===== src/rtl/seg7_scan_driver.sv =====
// Multiplexed 4-digit 7-segment scan driver (hh:mm) with anti-ghosting blank
// slots, per-frame input snapshot, leading-zero blanking and colon.
module seg7_scan_driver #(
    parameter int DWELL_CYC  = 1000,
    parameter int BLANK_CYC  = 50,
    parameter int ACTIVE_LOW = 0,
    parameter int BLANK_LZ   = 1
) (
    input  logic        clk_i,
    input  logic        rst_i,
    input  logic [15:0] digits_i,
    input  logic        colon_i,
    output logic [6:0]  seg_o,
    output logic        dp_o,
    output logic [3:0]  an_o,
    output logic        frame_o
);

    localparam int MAX_CYC = (DWELL_CYC > BLANK_CYC) ? DWELL_CYC : BLANK_CYC;
    localparam int CW      = (MAX_CYC > 1) ? $clog2(MAX_CYC) : 1;
    localparam logic [CW-1:0] DWELL_LAST = CW'(DWELL_CYC - 1);
    localparam logic [CW-1:0] BLANK_LAST = CW'(BLANK_CYC - 1);
    // Pin polarity is folded into the register inputs so the pins stay pure flops.
    localparam logic [6:0] SEG_POL = (ACTIVE_LOW != 0) ? 7'h7f : 7'h00;
    localparam logic [3:0] AN_POL  = (ACTIVE_LOW != 0) ? 4'hf  : 4'h0;
    localparam logic       DP_POL  = (ACTIVE_LOW != 0) ? 1'b1  : 1'b0;

    typedef enum logic [0:0] {
        ST_BLANK = 1'b0,
        ST_DRIVE = 1'b1
    } state_t;

    state_t         state_r, state_s;
    logic [1:0]     idx_r, idx_s;
    logic [CW-1:0]  cnt_r, cnt_s;
    logic [15:0]    snap_r;
    logic           snap_colon_r;
    logic           snap_load_s;
    logic [3:0]     nib_s;
    logic [6:0]     seg_r, seg_s;
    logic           dp_r, dp_s;
    logic [3:0]     an_r, an_s;
    logic           frame_r, frame_s;

    function automatic logic [6:0] dec7(input logic [3:0] v);
        logic [6:0] p;
        case (v)
            4'd0:    p = 7'b0111111;
            4'd1:    p = 7'b0000110;
            4'd2:    p = 7'b1011011;
            4'd3:    p = 7'b1001111;
            4'd4:    p = 7'b1100110;
            4'd5:    p = 7'b1101101;
            4'd6:    p = 7'b1111101;
            4'd7:    p = 7'b0000111;
            4'd8:    p = 7'b1111111;
            4'd9:    p = 7'b1101111;
            default: p = 7'b0000000;
        endcase
        return p;
    endfunction

    // Next-state, counter and next-output logic; outputs follow the next state.
    always_comb begin
        state_s     = state_r;
        idx_s       = idx_r;
        cnt_s       = cnt_r + CW'(1);
        snap_load_s = 1'b0;
        frame_s     = 1'b0;
        seg_s       = 7'b0000000;
        dp_s        = 1'b0;
        an_s        = 4'b0000;
        nib_s       = 4'h0;
        case (state_r)
            ST_BLANK: begin
                if (cnt_r == BLANK_LAST) begin
                    state_s = ST_DRIVE;
                    cnt_s   = {CW{1'b0}};
                end else begin
                    state_s = ST_BLANK;
                end
            end
            ST_DRIVE: begin
                if (cnt_r == DWELL_LAST) begin
                    state_s = ST_BLANK;
                    cnt_s   = {CW{1'b0}};
                    idx_s   = idx_r + 2'd1;
                    if (idx_r == 2'd3) begin
                        snap_load_s = 1'b1;
                        frame_s     = 1'b1;
                    end else begin
                        snap_load_s = 1'b0;
                    end
                end else begin
                    state_s = ST_DRIVE;
                end
            end
            default: begin
                state_s = ST_BLANK;
                idx_s   = 2'd0;
                cnt_s   = {CW{1'b0}};
            end
        endcase
        case (idx_s)
            2'd0:    nib_s = snap_r[3:0];
            2'd1:    nib_s = snap_r[7:4];
            2'd2:    nib_s = snap_r[11:8];
            2'd3:    nib_s = snap_r[15:12];
            default: nib_s = 4'h0;
        endcase
        if (state_s == ST_DRIVE) begin
            an_s = 4'b0001 << idx_s;
            dp_s = (idx_s == 2'd2) & snap_colon_r;
            if ((BLANK_LZ != 0) && (idx_s == 2'd3) && (nib_s == 4'h0)) begin
                seg_s = 7'b0000000;
            end else begin
                seg_s = dec7(nib_s);
            end
        end else begin
            an_s = 4'b0000;
        end
    end

    // State, snapshot and registered output update.
    always_ff @(posedge clk_i) begin
        if (rst_i) begin
            state_r      <= ST_BLANK;
            idx_r        <= 2'd0;
            cnt_r        <= {CW{1'b0}};
            snap_r       <= digits_i;
            snap_colon_r <= colon_i;
            seg_r        <= SEG_POL;
            dp_r         <= DP_POL;
            an_r         <= AN_POL;
            frame_r      <= 1'b0;
        end else begin
            state_r <= state_s;
            idx_r   <= idx_s;
            cnt_r   <= cnt_s;
            if (snap_load_s) begin
                snap_r       <= digits_i;
                snap_colon_r <= colon_i;
            end
            seg_r   <= seg_s ^ SEG_POL;
            dp_r    <= dp_s ^ DP_POL;
            an_r    <= an_s ^ AN_POL;
            frame_r <= frame_s;
        end
    end

    assign seg_o   = seg_r;
    assign dp_o    = dp_r;
    assign an_o    = an_r;
    assign frame_o = frame_r;

endmodule

===== config.mk =====
export PLATFORM = sky130hd
export DESIGN_NAME = seg7_scan_driver
export DESIGN_NICKNAME = d
export VERILOG_FILES = /design/src/rtl/seg7_scan_driver.sv
export SDC_FILE = /design/constraint.sdc
export NUM_CORES = 1
export LEC_CHECK = 0
export CAP_MARGIN = 20
export CORE_ASPECT_RATIO = 2
export CORE_UTILIZATION = 38
export DETAILED_ROUTE_END_ITERATION = 10
export PLACE_DENSITY = 0.64
export SLEW_MARGIN = 20
export SYNTH_ARGS = -nofsm -noshare
export SYNTH_HDL_FRONTEND = slang
export SYNTH_SLANG_ARGS = --single-unit
export TNS_END_PERCENT = 100

===== constraint.sdc =====
create_clock -name clk_i -period 3.4 [get_ports clk_i]
set_input_delay 0.85 -clock clk_i [delete_from_list [all_inputs] [get_ports clk_i]]
set_output_delay 0.85 -clock clk_i [all_outputs]
set_load 0.01 [all_outputs]

Word-level counts from Yosys, hierarchy flattened
Memory sizes are Yosys's and may differ from the RTL's. A register that Yosys moved wholly into a read port is not among the register bits.
Cells that the tools add are included.
{ "word_totals": {"word_cells": 43, "rom_bits": 112, "mem_count": 1, "ff_bits": 36} }
{ "classes": {"n_shift": 1, "bitwise": 3, "add_sub_neg": 2, "n_eq_ne": 6, "n_reduce_logical": 6, "n_mux": 16} }
{ "mem_list": {"columns": ["name", "words", "width", "read_ports", "rd_ports_with_merged_regs", "write_ports", "line_no", "source"], "rows": [
  ["(name not given)", 16, 7, 1, 1, 0, "47", "case (v)"]
]} }
{ "op_table": {"columns": ["operator", "count"], "rows": [
  ["16-bit 2-to-1 mux", 2],
  ["10-bit 2-to-1 mux", 2],
  ["10-bit case mux with 2 select lines", 1],
  ["4-bit case mux with 4 select lines", 1],
  ["10-bit by 1-bit adder with 10-bit output (second input constant)", 1],
  ["10-bit equality test (second input constant)", 1],
  ["10-bit by 6-bit equality test with 1-bit output (second input constant)", 1],
  ["1-bit 2-to-1 mux", 7],
  ["2-bit equality test (second input constant)", 3],
  ["4-bit logical NOT", 1],
  ["2-bit 2-to-1 mux", 2],
  ["1-bit by 2-bit left shift with 4-bit output (first input constant)", 1],
  ["3-bit OR reduction", 1],
  ["2-bit by 1-bit adder with 2-bit output (second input constant)", 1],
  ["2-bit by 1-bit equality test with 1-bit output (second input constant)", 1],
  ["2-bit logical NOT", 1],
  ["1-bit NOT", 2],
  ["1-bit case mux with 2 select lines", 1],
  ["2-bit nonzero test", 1],
  ["2-bit OR reduction", 1],
  ["1-bit AND", 1],
  ["1-bit logical AND", 1]
]} }

Logic depth before layout (Yosys ltp)
{ "depth": {"depth_word": 8, "mapped_depth": 9, "depth_no_buf": 9} }

Worst setup path before layout
No wires, ideal clock.
{ "synth_path": {"path_type": "register -> register", "startpoint": "reg idx_r[0]", "endpoint": "reg seg_r[1], in the netlist seg_o[1]", "slack_ns": 0.756, "path_stages_with_launch": 9, "synth_period_minus_slack_ns": 2.644, "arrival_ns": 2.506, "required_ns": 3.262, "path_buffers": 1, "path_cell_list": "dfxtp_1 > ha_1 > buf_2 > mux4_2 > mux2i_1 > ha_1 > nand2_1 > o21ai_1 > nor2_1"} }
{ "synth_via": {"elab_chain_cells": 8, "elab_cells_between_ends": 11, "cone_classes": "1 x add/sub; 3 x eq/ne; 3 x mux; 4 x reduce/logical"} }
{ "synth_rtl": {"columns": ["element", "line_no", "source"], "rows": [
  ["start, declared", "34", "logic [1:0] idx_r, idx_s;"],
  ["start signal, assigned", "138", "idx_r <= idx_s;"],
  ["2-bit by 1-bit adder with 2-bit output", "87", "idx_s = idx_r + 2'd1;"],
  ["2-bit 2-to-1 mux", "84", "if (cnt_r == DWELL_LAST) begin"],
  ["2-bit 2-to-1 mux (*)", "74", "case (state_r)"],
  ["2-bit equality test, or another cell as far along", "104, 114", null],
  ["4-bit case mux with 4 select lines", "104", "case (idx_s)"],
  ["4-bit logical NOT", "114", "if ((BLANK_LZ != 0) && (idx_s == 2'd3) && (nib_s == 4'h0)) begin"],
  ["1-bit logical AND", "114", null],
  ["3-bit OR reduction (no line)", null, null],
  ["end, declared", "40", "logic [6:0] seg_r, seg_s;"]
]} }
Mark *: on every way between the ends. The rest lies on a longest branch, timed or not.
A chain may end at the register's enable or synchronous reset.

Final worst setup path
{ "layout_path": {"startpoint": "reg idx_r[0]", "endpoint": "reg seg_r[3], in the netlist seg_o[3]"} }
The elaborated chain is that of the path after synthesis.

==> impl_metrics.json <==
{
  "start_kind": "flip-flop",
  "hold_viol_final": 0,
  "dieHeight_um": 103.3,
  "post_cts_buffers": 0,
  "clk_path_buf_depth": 2,
  "syn_avg_cell_area_um2": 12.11,
  "root_buffer": "clkbuf_8",
  "instances_no_fill": 255,
  "dr.pass1.iters": 4,
  "finalSetupViolCount": 0,
  "area_growth_pct": 24.20,
  "rsz0062_at_grt": "no",
  "switching_share_pct": 21.65,
  "cts_tree": "yes",
  "finalSetupTns_ns": 0,
  "ir_drop_v": 0.0004074,
  "synth_top_flop_cell": "dfxtp_1",
  "clk_pin_slew_ns": 0.08,
  "antenna_left": 0,
  "hold_class": "flip-flop to flip-flop",
  "cts_hold_buf": 0,
  "syn_area_um2": 1949,
  "antenna-diode-count": 0,
  "p_sw_uw": 209.3,
  "wl_per_cell_um": 13.56,
  "fmax_mhz": 333.1,
  "drt_first_iter_violations": 15,
  "finalNetCount": 224,
  "antenna_found_initial": 0,
  "relSlewSlack_pct": 45.10,
  "core-area_um2": 4910,
  "cts_max_level": 2,
  "top_layer": "met4",
  "crit_required_ns": 3.60,
  "post_cts_resize_count": 0,
  "critical_path.max_fanout": 15,
  "synth_edf_count": 17,
  "wirelength_um": 3458,
  "io_pins": 32,
  "viasPerCell": 5.176,
  "dp_hpwl_um": 2666,
  "grt_pass1_wl_um": 5747,
  "post-place-ws_ns": 0.3799,
  "internal_power_uw": 757.5,
  "grt-ovfl-total": 0,
  "power_uw": 966.8,
  "syn_nets": 188,
  "cts_inserted_buffers": 5,
  "vias": 1320,
  "fp.dieW_um": 52.65,
  "place_area_um2": 2325,
  "skew_ns": 0.005260,
  "ys_async_sr_fraction_pct": 0,
  "place_congestion": 0.8051,
  "synth-seq-cells": 43,
  "design_area_um2": 2421,
  "drt-met1-wl_um": 1292,
  "worst_slew_pin_slew_ns": 0.8235,
  "design.die.area_um2": 5438,
  "syn-instance-count": 161,
  "critPathKind": "flip-flop to flip-flop",
  "drc": 0,
  "cp-end-kind": "flip-flop",
  "grt_pass1_vias": 1350,
  "grt_usage_pct": 14.81,
  "clkSinkCount": 43,
  "wl_met2_um": 1968,
  "dp_cells": 247,
  "drv_slew": 0,
  "portBuffers": 31,
  "p_seq_share_pct": 57.9,
  "drv_cap": 0,
  "dr_wl_met3_um": 115,
  "drive_above_1_share_pct": 13.13,
  "power.clock.fraction_pct": 35.3,
  "comb_power_share_pct": 6.9,
  "start_util_pct": 39.70,
  "std_cell_rows": 36,
  "cp.arrival_ns": 3.20,
  "yosysSeqAreaShare_pct": 52.89,
  "fin_ws_ns": 0.3975,
  "p_leak_uw": 0.0008514,
  "power_density_nw_per_um2": 399.3,
  "grt_start_max_net_pins": 18,
  "clkLatencyLatePin_ns": 0.29,
  "ys_warn_count": 0,
  "outcome": "finished clean",
  "synthDistinctLibCells": 38,
  "period_share_pct": 88.31,
  "min_period_ns": 3.002
}
-- per-layer routing --
layer / track usage, % / up-vias
met5: 0 / -
met2: 28.72 / 26
met4: 7.895 / 0
met3: 3.947 / 5
li1: - / 649
met1: 12.91 / 640
-- sequential cells by signal (all words and copies together), names as in the netlist --
name and flops:
frame_o 1, seg_o 7, snap_r 16, dp_o 1, idx_r 2, snap_colon_r 1
state_r 1, cnt_r 10, an_o 4
-- cell usage in the layout (no fill, tap or decap), drive strengths merged, types with 2 or more instances in the layout --
master / Yosys / layout
a2111oi: 2 / 2
a21oi: 6 / 6
a31oi: 2 / 2
and2: 3 / 3
and3: 3 / 3
clkbuf: 1 / 7
clkdlybuf4s50: 0 / 31
dfxtp: 26 / 26
edfxtp: 17 / 17
ha: 8 / 8
inv: 7 / 7
mux2: 2 / 2
mux2i: 3 / 3
mux4: 8 / 8
nand2: 10 / 10
nand2b: 3 / 3
nand3: 5 / 5
nor2: 23 / 23
nor2b: 2 / 2
nor3: 4 / 4
nor4: 3 / 3
o21ai: 3 / 3
or3: 2 / 2
xnor2: 6 / 6
xor2: 3 / 3
-- cells in the mapped netlist, types with 2 or more instances --
master | number | area [µm²]
a31oi_1 | 2 | 12.51
nor4_1 | 2 | 12.51
xor2_1 | 3 | 26.28
nor2_1 | 22 | 82.58
buf_2 | 2 | 10.01
inv_1 | 7 | 26.28
mux4_2 | 8 | 180.2
nand2b_1 | 3 | 18.77
or3_1 | 2 | 12.51
o21ai_0 | 2 | 10.01
xnor2_1 | 6 | 52.55
a21oi_1 | 6 | 30.03
and3_1 | 3 | 18.77
mux2_2 | 2 | 22.52
nor2b_1 | 2 | 12.51
nand2_1 | 10 | 37.54
mux2i_1 | 2 | 20.02
edfxtp_1 | 17 | 510.5
ha_1 | 8 | 100.1
nand3_1 | 5 | 25.02
nor3_1 | 4 | 20.02
and2_1 | 2 | 12.51
dfxtp_1 | 26 | 520.5
-- critical path, cell delays in order (launching register included) --
cell	delay [ns]
dfxtp_1	0.68
ha_1	0.44
mux4_2	0.55
mux2i_1	0.46
inv_1	0.09
ha_1	0.33
nor2_1	0.08
a2111oi_4	0.29
-- area by class of cell --
cell class | instances | area, µm²
inverters | 7 | 26.28
repair buffers | 32 | 317.8
multi-input cells | 108 | 878.3
clock inverters | 1 | 8.758
well taps | 57 | 71.32
fillers | 452 | 2489
clock buffers | 7 | 87.58
flip-flops and latches | 43 | 1031
-- power by group through the flow --
stage          logic, µW  clock network (µW)  registers, µW
6_report            66.5                 341            559
5_1_grt             73.6                 374            561
4_1_cts             67.0                 350            560
3_5_place_dp        66.8                   0            572
3_3_place_gp        64.2                   0            571
2_1_floorplan       37.1                   0            568
-- path summary, 6_finish.rpt --
path                     startpoint  slack (ns)  cells after the start             endpoint
min reg2reg  snap_colon_r$_DFFE_PP_        0.45                      1      dp_o$_SDFF_PP0_
max             idx_r[0]$_SDFF_PP0_        0.40                      7  seg_o[3]$_SDFF_PP0_
min          snap_colon_r$_DFFE_PP_        0.45                      1      dp_o$_SDFF_PP0_
max reg2reg     idx_r[0]$_SDFF_PP0_        0.40                      7  seg_o[3]$_SDFF_PP0_
-- metrics by stage --
step / hold WS, ns / util [%]
3_5_place_dp: 0.4396 / 47.35
3_3_place_gp: 0.4338 / 47.35
5_1_grt: 0.4681 / 49.31
6_report: 0.4495 / 49.31
2_1_floorplan: 0.4203 / -
4_1_cts: 0.4590 / 49.31
-- kinds of logic (layout without fill, tap and decap cells) --
| family | after synthesis | after routing | share of synthesized area, % |
|---|---|---|---|
| flip-flops | 43 | 43 | 52.89 |
| XOR/XNOR | 9 | 9 | 4.044 |
| AO/OA/AOI/OAI | 16 | 16 | 6.354 |
| multiplexers | 13 | 13 | 12.13 |
| adder cells (fa/ha/maj) | 8 | 8 | 5.135 |
| AND/OR/NAND/NOR | 62 | 62 | 17.39 |
| buffers and inverters | 10 | 47 | 2.054 |
(Power assumes the default switching activity.)
==> RTL edit: new RTL, config.mk and constraints unchanged <==
`DWELL_CYC`: 1000 -> 500.
--- a/src/rtl/seg7_scan_driver.sv
+++ b/src/rtl/seg7_scan_driver.sv
@@ -2,5 +2,5 @@
 // slots, per-frame input snapshot, leading-zero blanking and colon.
 module seg7_scan_driver #(
-    parameter int DWELL_CYC  = 1000,
+    parameter int DWELL_CYC  = 500,
     parameter int BLANK_CYC  = 50,
     parameter int ACTIVE_LOW = 0,
Formal check against the unedited RTL: no difference found for any inputs over 10 cycles, from zero or initial values and one cycle with rst_i high; that may be too few to reach the edited logic, so the function may still have changed.
==> RTL edit against the original RTL <==
Setup slack improved by 94 ps; synthesized area increased by 0.77%; total power is 3.4% higher; final area is 0.52% higher; sequential share of layout area decreased by 1.0 points; clock power is 13% higher; routed wire length grew 4.3%; count of clock-buffer cells in the layout did not move; via count rose by 2.8%; sequential cell count fell by 1; combinational power fell by 3.6%; highest routed layer unchanged.
==> RTL edit: results (changes against the original RTL) <==
stage	metric	value	unit	change
outcome	status	finished, final reports clean		
logic_synthesis	asr flop ratio synth	0		unchanged
cells_and_area	Layout fillers	457		+1.1%
logic_synthesis	post-synthesis adder-cell area fraction	0.0510		-0.000392
power	maximum VDD drop	0.323	mV	-21%
place	# placed instances	250		+1.2%
clocking	CTS max path bufs	2		unchanged
cells_and_area	layout cell share with drive strength beyond 1	0.129		-0.00196
place	Routability Congestion	0.784		-2.6%
detailed_routing	metal3 WL	105	µm	-8.7%
detailed_routing	met1 wire length	1.34	mm	+3.7%
global_routing	GR Util met3	0.0352		-0.00423
setup_path	crit path max fanout	10		-5
logic_synthesis	mux cell area share after synthesis	0.0949		-0.0264
global_routing	met2 GRT Util	0.277		-0.0106
logic_synthesis	compound-gate portion of the synthesized area	0.103		+0.0390
logic_synthesis	synth top area cells	edfxtp_1, dfxtp_1, mux4_2		
global_routing	GR Util met1	0.147		+0.0177
logic_synthesis	mean post-synth cell area	11.8	µm²	-2.3%
logic_synthesis	Synth cell types	46		+21%
logic_synthesis	Seq/Total Area, Yosys	0.515		-0.0142
cells_and_area	fin nets	227		+1.3%
logic_synthesis	leading cell types by count after synthesis	dfxtp_1, nor2_1, edfxtp_1		
setup_path	WP data arrival	3090	ps	-110 ps
timing	Layout Skew	3.73	ps	-1.53 ps
place	Place WS	499	ps	+119 ps
detailed_routing	vias post-DR	1357		+2.8%
detailed_routing	met2 WL	2.07	mm	+4.9%
cells_and_area	max reg flops	16		unchanged
global_routing	pin count of the biggest net entering global routing	19		+1
global_routing	first-pass GRT wire length	6.14	mm	+6.9%
cells_and_area	Cell Count, Final, Fillers Out	258		+1.2%
power	Leak	0.864	nW	+1.5%
logic_synthesis	Mapped Nets	193		+2.7%
detailed_routing	DRT Pass-1 Iters	3		-1
global_routing	Total Routing Usage GR	0.153		+0.00518
power	Switching Fraction	0.204		-0.0121
timing	Slew @ Worst Pin	814	ps	-9.17 ps
==> RTL edit: cell types whose count changed in the layout (fill, tap and decap cells not counted), sizes merged, moves of 2 or more <==
cell | unedited run | this run
a311oi | 1 | 3
and3 | 3 | 5
buf | 1 | 3
mux2 | 2 | 0
mux2i | 3 | 7
mux4 | 8 | 5
nand2 | 10 | 8
nand2b | 3 | 1
nand3 | 5 | 9
nor2 | 23 | 19
nor3 | 4 | 1
==> RTL edit: path summary, 6_finish.rpt <==
| kind | end | startpoint | cells after the start | slack, ps |
|---|---|---|---|---|
| max reg2reg | seg_o[4]$_SDFF_PP0_ | idx_r[0]$_SDFF_PP0_ | 8 | 490 |
| min | dp_o$_SDFF_PP0_ | snap_colon_r$_DFFE_PP_ | 1 | 470 |
| min reg2reg | dp_o$_SDFF_PP0_ | snap_colon_r$_DFFE_PP_ | 1 | 470 |
| max | seg_o[4]$_SDFF_PP0_ | idx_r[0]$_SDFF_PP0_ | 8 | 490 |
==> RTL edit: final cells by class <==
type                    count  area (µm²)  share of cell area
inverters                   7        27.5              0.0113
clock buffers               7        76.3              0.0314
well taps                  57        71.3              0.0293
flip-flops and latches     42        1010               0.415
clock inverters             1        30.0              0.0123
multi-input cells         110         885               0.363
repair buffers             34         333               0.137
==> RTL edit: power groups by stage <==
stage          logic (W)  clock network (W)  registers [W]
2_1_floorplan  0.0000359                  0       0.000557
3_3_place_gp   0.0000614                  0       0.000558
3_5_place_dp   0.0000647                  0       0.000560
4_1_cts        0.0000650           0.000398       0.000548
5_1_grt        0.0000704           0.000421       0.000550
6_report       0.0000641           0.000387       0.000548
==> RTL edit: worst max-delay path, cell delays in order, from the launching register on <==
cell	delay (ps)
dfxtp_1	320
ha_1	540
mux4_2	560
mux2i_1	450
inv_1	200
ha_1	220
or2_2	280
o211ai_1	110
a21oi_1	100
